## src/rtl/mem_arb_pkg.sv

```systemverilog
// Shared types and widths for the unified-memory arbiter.
package mem_arb_pkg;
  localparam int unsigned CNT_W    = 3;
  localparam int unsigned STARVE_W = 4;

  typedef enum logic {ARB_IDLE, ARB_WAIT} arb_state_e;
  typedef enum logic {OWN_IF, OWN_D} arb_owner_e;
endpackage

```

## src/rtl/mem_arb_starve_ctr.sv

```systemverilog
// Counts data grants made while fetch waits and raises a force-fetch flag at STARVE_MAX.
module mem_arb_starve_ctr
  import mem_arb_pkg::*;
#(
  parameter int unsigned STARVE_MAX = 4
) (
  input  logic clk,
  input  logic rst,
  input  logic if_req_i,
  input  logic d_req_i,
  input  logic if_gnt_i,
  input  logic d_gnt_i,
  output logic force_if_o
);

  localparam logic [STARVE_W-1:0] Limit = STARVE_W'(STARVE_MAX);

  logic [STARVE_W-1:0] r_cnt;
  logic [STARVE_W-1:0] w_cnt_d;

  always_comb begin
    w_cnt_d = r_cnt;
    if (!if_req_i || if_gnt_i) begin
      w_cnt_d = '0;
    end else if (d_gnt_i && (r_cnt != '1)) begin
      w_cnt_d = r_cnt + STARVE_W'(1);
    end
  end

  always_ff @(posedge clk or negedge rst) begin
    if (!rst) begin
      r_cnt <= '0;
    end else begin
      r_cnt <= w_cnt_d;
    end
  end

  assign force_if_o = if_req_i && d_req_i && (r_cnt == Limit);

endmodule

```

## src/rtl/mem_arbiter.sv

```systemverilog
// Arbitrates the unified memory between fetch and data requesters; data has priority.
// Optional starvation guard enabled by defining MEM_ARB_STARVE_GUARD_EN.
module mem_arbiter
  import mem_arb_pkg::*;
#(
  parameter int unsigned AWIDTH     = 32,
  parameter int unsigned DWIDTH     = 32,
  parameter int unsigned MEM_LAT    = 1,
  parameter int unsigned STARVE_MAX = 4
) (
  input  logic              clk,
  input  logic              rst,
  input  logic              if_req_i,
  input  logic [AWIDTH-1:0] if_addr_i,
  output logic              if_gnt_o,
  output logic              if_rvalid_o,
  output logic [DWIDTH-1:0] if_rdata_o,
  input  logic              d_req_i,
  input  logic              d_we_i,
  input  logic [AWIDTH-1:0] d_addr_i,
  input  logic [DWIDTH-1:0] d_wdata_i,
  output logic              d_gnt_o,
  output logic              d_rvalid_o,
  output logic [DWIDTH-1:0] d_rdata_o,
  output logic [AWIDTH-1:0] mem_addr_o,
  output logic [DWIDTH-1:0] mem_data_o,
  output logic              mem_read_en_o,
  output logic              mem_write_en_o,
  input  logic [DWIDTH-1:0] mem_data_i,
  output logic              busy_o
);

  localparam logic [CNT_W-1:0] LastCnt = CNT_W'(MEM_LAT - 1);

  arb_state_e       r_state, w_state_d;
  arb_owner_e       r_owner, w_owner_d;
  logic [CNT_W-1:0] r_cnt, w_cnt_d;

  logic w_resp, w_free, w_force_if, w_d_win, w_if_win, w_rd_gnt;

  assign w_resp = (r_state == ARB_WAIT) && (r_cnt == LastCnt);
  assign w_free = (r_state == ARB_IDLE) || w_resp;

`ifdef MEM_ARB_STARVE_GUARD_EN
  mem_arb_starve_ctr #(
    .STARVE_MAX(STARVE_MAX)
  ) u_starve_ctr (
    .clk       (clk),
    .rst       (rst),
    .if_req_i  (if_req_i),
    .d_req_i   (d_req_i),
    .if_gnt_i  (w_if_win),
    .d_gnt_i   (w_d_win),
    .force_if_o(w_force_if)
  );
`else
  assign w_force_if = 1'b0;
`endif

  // Grants are gated by rst so every output is 0 while reset is held.
  assign w_d_win  = rst && w_free && d_req_i && !w_force_if;
  assign w_if_win = rst && w_free && if_req_i && !w_d_win;
  assign w_rd_gnt = w_if_win || (w_d_win && !d_we_i);

  always_comb begin
    w_state_d = ARB_IDLE;
    w_owner_d = r_owner;
    w_cnt_d   = '0;
    if (!w_free) begin
      w_state_d = ARB_WAIT;
      w_cnt_d   = r_cnt + CNT_W'(1);
    end else if (w_rd_gnt) begin
      w_state_d = ARB_WAIT;
      w_owner_d = w_d_win ? OWN_D : OWN_IF;
    end
  end

  always_ff @(posedge clk or negedge rst) begin
    if (!rst) begin
      r_state <= ARB_IDLE;
      r_owner <= OWN_IF;
      r_cnt   <= '0;
    end else begin
      r_state <= w_state_d;
      r_owner <= w_owner_d;
      r_cnt   <= w_cnt_d;
    end
  end

  always_comb begin
    mem_addr_o     = '0;
    mem_data_o     = '0;
    mem_read_en_o  = w_rd_gnt;
    mem_write_en_o = w_d_win && d_we_i;
    if (w_d_win) begin
      mem_addr_o = d_addr_i;
      if (d_we_i) begin
        mem_data_o = d_wdata_i;
      end
    end else if (w_if_win) begin
      mem_addr_o = if_addr_i;
    end
  end

  assign if_gnt_o    = w_if_win;
  assign d_gnt_o     = w_d_win;
  assign if_rvalid_o = rst && w_resp && (r_owner == OWN_IF);
  assign d_rvalid_o  = rst && w_resp && (r_owner == OWN_D);
  assign if_rdata_o  = if_rvalid_o ? mem_data_i : '0;
  assign d_rdata_o   = d_rvalid_o ? mem_data_i : '0;
  assign busy_o      = rst && (r_state == ARB_WAIT);

endmodule

```

## config.mk

```make
export PLATFORM = sky130hd
export DESIGN_NAME = mem_arbiter
export DESIGN_NICKNAME = d
export VERILOG_FILES = /design/src/rtl/mem_arb_pkg.sv /design/src/rtl/mem_arb_starve_ctr.sv /design/src/rtl/mem_arbiter.sv
export SDC_FILE = /design/constraint.sdc
export NUM_CORES = 1
export LEC_CHECK = 0
export ABC_CLOCK_PERIOD_IN_PS = 2050
export BUFFER_PORTS_ARGS = -buffer_cell sky130_fd_sc_hd__buf_4
export CORE_AREA = 2 2 105 107
export CTS_BUF_LIST = sky130_fd_sc_hd__clkbuf_8
export DETAILED_ROUTE_END_ITERATION = 10
export DIE_AREA = 0 0 107 109
export PLACE_DENSITY_LB_ADDON = 0.05
export SYNTH_ARGS = -nofsm -noshare
export SYNTH_HDL_FRONTEND = slang
export SYNTH_HIERARCHICAL = 1
export SYNTH_SLANG_ARGS = --single-unit
```

## constraint.sdc

```tcl
create_clock -name clk -period 2.05 [get_ports clk]
set_clock_uncertainty 0.1 [all_clocks]
set_input_delay 0.3075 -clock clk [delete_from_list [all_inputs] [get_ports clk]]
set_output_delay 0.3075 -clock clk [all_outputs]
set_load 0.01 [all_outputs]
```

After elaboration in Yosys (flattened, before gate mapping)
Cells that the tools add are included.
{"block": "word_totals", "register_bits": 5, "input_bits": 133, "out_inout_bits": 135}
{"block": "classes", "n_addsub": 1, "muxes": 10, "bitwise_logic": 2, "reduce_logical": 17}
{"cell": "$mux W32", "count": 6}
{"cell": "$logic_and A1 B1 Y1", "count": 11}
{"cell": "$add A3 B1 Y3 const B", "count": 1}
{"cell": "$logic_not A3 Y1", "count": 1}
{"cell": "$mux W1", "count": 3}
{"cell": "$mux W3", "count": 1}
{"cell": "$logic_not A1 Y1", "count": 2}
{"cell": "$logic_or A1 B1 Y1", "count": 2}
{"cell": "$not A1 Y1", "count": 2}
{"cell": "$reduce_and A2 Y1", "count": 1}

Depth between registers and ports, before layout
{"block": "depth", "word_depth": 10, "depth_mapped": 7, "depth_no_buf": 5}

Least setup slack after synthesis
OpenSTA, ideal clock, no wires.
{"block": "synth_timing", "path_type": "flip-flop to output port", "start": "register r_cnt[0]", "end": "output port mem_addr_o[23]", "arrival_ns": 1.468, "required_time_ns": 1.642, "slack_ns": 0.174, "path_stages_with_launch": 7, "path_cell_list": "dfrtp_1 > inv_1 > ha_1 > nand2b_4 > a211oi_4 > buf_6 > a22o_1"}
{"block": "synth_via", "elab_chain_cells": 9}
{"item": "start: declaration", "line_no": "mem_arbiter.sv:37", "source": "logic [CNT_W-1:0] r_cnt, w_cnt_d;"}
{"item": "start signal: assignment", "line_no": "mem_arbiter.sv:86", "source": "r_cnt <= w_cnt_d;"}
{"item": "$logic_not A3 Y1 (*)", "line_no": "mem_arbiter.sv:41", "source": "assign w_resp = (r_state == ARB_WAIT) && (r_cnt == LastCnt);"}
{"item": "$logic_and A1 B1 Y1 (*)", "line_no": "mem_arbiter.sv:41"}
{"item": "$logic_or A1 B1 Y1 (*)", "line_no": "mem_arbiter.sv:42", "source": "assign w_free = (r_state == ARB_IDLE) || w_resp;"}
{"item": "$logic_and A1 B1 Y1 (*)", "line_no": "mem_arbiter.sv:61, mem_arbiter.sv:62"}
{"item": "$logic_and A1 B1 Y1", "line_no": "mem_arbiter.sv:61", "source": "assign w_d_win = rst && w_free && d_req_i && !w_force_if;"}
{"item": "$logic_not A1 Y1", "line_no": "mem_arbiter.sv:62", "source": "assign w_if_win = rst && w_free && if_req_i && !w_d_win;"}
{"item": "$logic_and A1 B1 Y1 (*)", "line_no": "mem_arbiter.sv:62"}
{"item": "via if_gnt_o", "line_no": "mem_arbiter.sv:15", "source": "output logic if_gnt_o,"}
{"item": "$mux W32 (*)", "line_no": "mem_arbiter.sv:100", "source": "end else if (w_if_win) begin"}
{"item": "$mux W32 (*)", "line_no": "mem_arbiter.sv:95", "source": "if (w_d_win) begin"}
{"item": "end: declaration", "line_no": "mem_arbiter.sv:25", "source": "output logic [AWIDTH-1:0] mem_addr_o,"}
The timed path passes the listed nets; every way through them passes the cells marked *.

Worst setup path after layout
{"block": "layout_timing", "start": "register r_cnt[1]", "end": "output port mem_addr_o[14]"}
{"block": "layout_via", "elab_chain_cells": 9}
{"item": "$logic_not A3 Y1 (*)", "line_no": "mem_arbiter.sv:41"}
{"item": "$logic_and A1 B1 Y1 (*)", "line_no": "mem_arbiter.sv:41"}
{"item": "$logic_or A1 B1 Y1 (*)", "line_no": "mem_arbiter.sv:42"}
{"item": "$logic_and A1 B1 Y1 (*)", "line_no": "mem_arbiter.sv:61, mem_arbiter.sv:62"}
{"item": "$logic_and A1 B1 Y1", "line_no": "mem_arbiter.sv:61"}
{"item": "$logic_not A1 Y1", "line_no": "mem_arbiter.sv:62"}
{"item": "$logic_and A1 B1 Y1", "line_no": "mem_arbiter.sv:62"}
{"item": "$mux W32", "line_no": "mem_arbiter.sv:100"}
{"item": "$mux W32 (*)", "line_no": "mem_arbiter.sv:95"}
Every way passes the cells marked *; elsewhere a longest branch is shown, timed or not.

==> results.ini <==
[synthesis]
ys_ff_latch=5
yosys_warnings=6
synthArstFlopShare_pct=100
yosysTopAreaCell=and2_1
synthTopCellsByArea=and2_1 31%, a22o_1 21%, and3_1 15%
ys_seq_area_share_pct=9.51
mappedNetlistNets=313
synthMostInstantiatedCell=and2_1
synth-main-ff-cell=dfrtp_1
syn_avg_cell_area_um2=7.39
synth-edff-count=0
postSynthCellCount=178
synth_area_um2=1320
ys_types=23
synth_top_area_share_pct=31.4
synth_common_cells=66 x and2_1, 32 x a22o_1, 32 x and3_1

[detailed_routing]
wl_mm=9.96
first_pass_iters=4
avgViaCountPerCell=4.13
vias=2468
antenna_left=0
dr_wl_met2_mm=5.55
wl_per_cell_um=16.7
route.met3.wl_mm=1.01
wl_met1_mm=3.27
highest_layer=met4
drcViolationCount=0
drt_iter0_markers=73

[clock_tree]
cts_tree=built
clk_pin_slew_ns=0.04
clockBufferDepth=2
cts_root_buf=clkbuf_8
insertion_delay_ns=0.22
numCtsBuffers=3
cts-htree-levels=1
cts.sinks=5

[power]
power_density_nw_per_um2=234
cellLeakagePower_nw=2.22
swShare_pct=32.5
combPwrFrac_pct=68.2
netSwitchingPower_uw=296
sequentialPowerShare_pct=12.2
intPower_uw=615
ir_drop_uv=110
clock_power_share_pct=19.6

[placement]
gp_congestion=0.865
placement.io_buffers=267
dp_hpwl_mm=6.95

[setup_path]
cp-end-kind=output pin
crit_path_max_fanout=4
cp-start-kind=flip-flop
cpPeakStageDelay_ns=0.37
worstReg2RegEnd=r_owner
crit_path_top_delay_cell=dfrtp_1
critPathKind=flip-flop to output pin
path_buf_inv=4
r2r_slack_ns=0.49
arrival_ns=1.74
crit_required_ns=1.64
cp_top_family=buffers and inverters
r2r_cells=7
r2r_start=r_cnt[1]
cp_cell_sequence=inv_2 > ha_4 > nand2b_4 > a211oi_4 > buf_6 > clkbuf_16 > a22o_1 > buf_4

[timing]
setup_violations=55
whs_ns=0.421
hold_viol=0
min_period_ns=2.14
tns_ns=-2.50
maxSlewHeadroom_pct=72.7
max_freq_mhz=466
drv_slew=0
worst_slew_pin_slew_ns=0.409
timing.final.ws_setup_ns=-0.0939
rsz0062_at_grt=true
finalCritPeriodShare_pct=105

[floorplanning]
fp.coreArea_um2=10600
initial_utilization_pct=12.4
num_rows=38
die_w_um=107
ios=268
die_area_um2=11700
die_h_um=109

[global_routing]
grt_pass1_vias=2233
grt_start_max_net_pins=67
grt.overflow.total=0
grtUsageTotal_pct=13.3
grt_antenna_before_repair=0
grt_pass1_wl_mm=11.9

[final_layout]
drive_above_1_share_pct=69.4
syn_to_final_growth_pct=196
diodes=0
final_util_pct=36.8
nets=593

[worst_hold_path]
hold_depth=3
hp-class=primary input to flip-flop
hold_end=r_state
min-delay-start=d_req_i

[status]
outcome=complete, but fails checks
violations=negative setup slack

[run]
maxCapViolations=0

-- cell type report --
type	count	area [um2]
Clock inverter	1	3.75
Tap cell	140	175
Inverter	4	15.0
Sequential cell	5	125
Timing Repair Buffer	286	2330
Clock buffer	3	41.3
Fill cell	1137	6710
Multi-Input combinational cell	158	1210
-- cells by family after synthesis --
kind of cell	synth area share, %
buffers and inverters	10.5
AO/OA/AOI/OAI	24.9
adder cells (fa/ha/maj)	1.90
XOR/XNOR	0.666
flip-flops	9.51
AND/OR/NAND/NOR	52.5
-- per-stage QoR --
stage	std cells	setup WS (ns)	power [mW]	area, um2
floorplan	178	0.174	0.288	1320
global placement	571	0.0239	0.654	3440
detailed placement	571	0.0190	0.652	3440
CTS	583	-0.0869	0.860	3620
global route	597	-0.197	0.971	3900
finish	597	-0.0939	0.912	3900
-- power groups by stage --
stage | registers (mW) | logic, mW | clock network, mW
6_report | 0.111 | 0.622 | 0.179
5_1_grt | 0.111 | 0.667 | 0.193
4_1_cts | 0.106 | 0.568 | 0.187
3_5_place_dp | 0.107 | 0.545 | 0
3_3_place_gp | 0.107 | 0.547 | 0
2_1_floorplan | 0.108 | 0.180 | 0
-- registers in the layout (all words and copies together), names as in the netlist --
name	count
r_cnt	3
r_owner	1
r_state	1
-- routing by layer --
| metal | vias to the layer above | track usage, % |
|---|---|---|
| met2 | 158 | 26.8 |
| met4 | 0 | 4.27 |
| met3 | 9 | 5.26 |
| met5 | - | 0 |
| li1 | 1194 | - |
| met1 | 1107 | 12.1 |
-- cells in the final DEF, fill, tap and decap left out, types with 2 or more instances in the layout --
master,instances
clkbuf_8,3
dfrtp_1,5
nand2_1,3
buf_6,13
buf_12,4
inv_2,2
and3_4,14
clkbuf_16,3
and2_4,7
buf_4,263
a22o_1,32
inv_1,3
and3_1,28
and2_1,59
nor2_1,2
-- how the worst max path moves through the flow --
stage,startpoint,depth (start not counted),slack [ns],to
2_1_floorplan,r_cnt[0],6,0.17,mem_addr_o[23]
3_3_place_gp,r_cnt[0],6,0.02,d_rdata_o[22]
3_5_place_dp,r_cnt[0],6,0.02,if_rdata_o[25]
4_1_cts,r_cnt[0],8,-0.09,mem_addr_o[30]
5_1_grt,r_cnt[1],8,-0.20,mem_addr_o[30]
6_report,r_cnt[1],8,-0.09,mem_addr_o[14]
-- worst reg2reg max path, delay by kind of cell (launching register included) --
family                   cells  cell delay [ns]
flip-flops                   1             0.37
AND/OR/NAND/NOR              1             0.08
adder cells (fa/ha/maj)      1             0.14
buffers and inverters        3             0.43
AO/OA/AOI/OAI                2             0.29
-- timing repair --
action / CTS / global route
cloned: 2 / 13
pin swaps: 9 / 11
hold buffers: 1 / 0
endpoints found under the setup margin: 133 / 132
resized for setup: 11 / 34
endpoints found under the hold margin: 5 / 0
buffers inserted: 5 / 2
No activity file was read; power rests on OpenSTA's default activity.
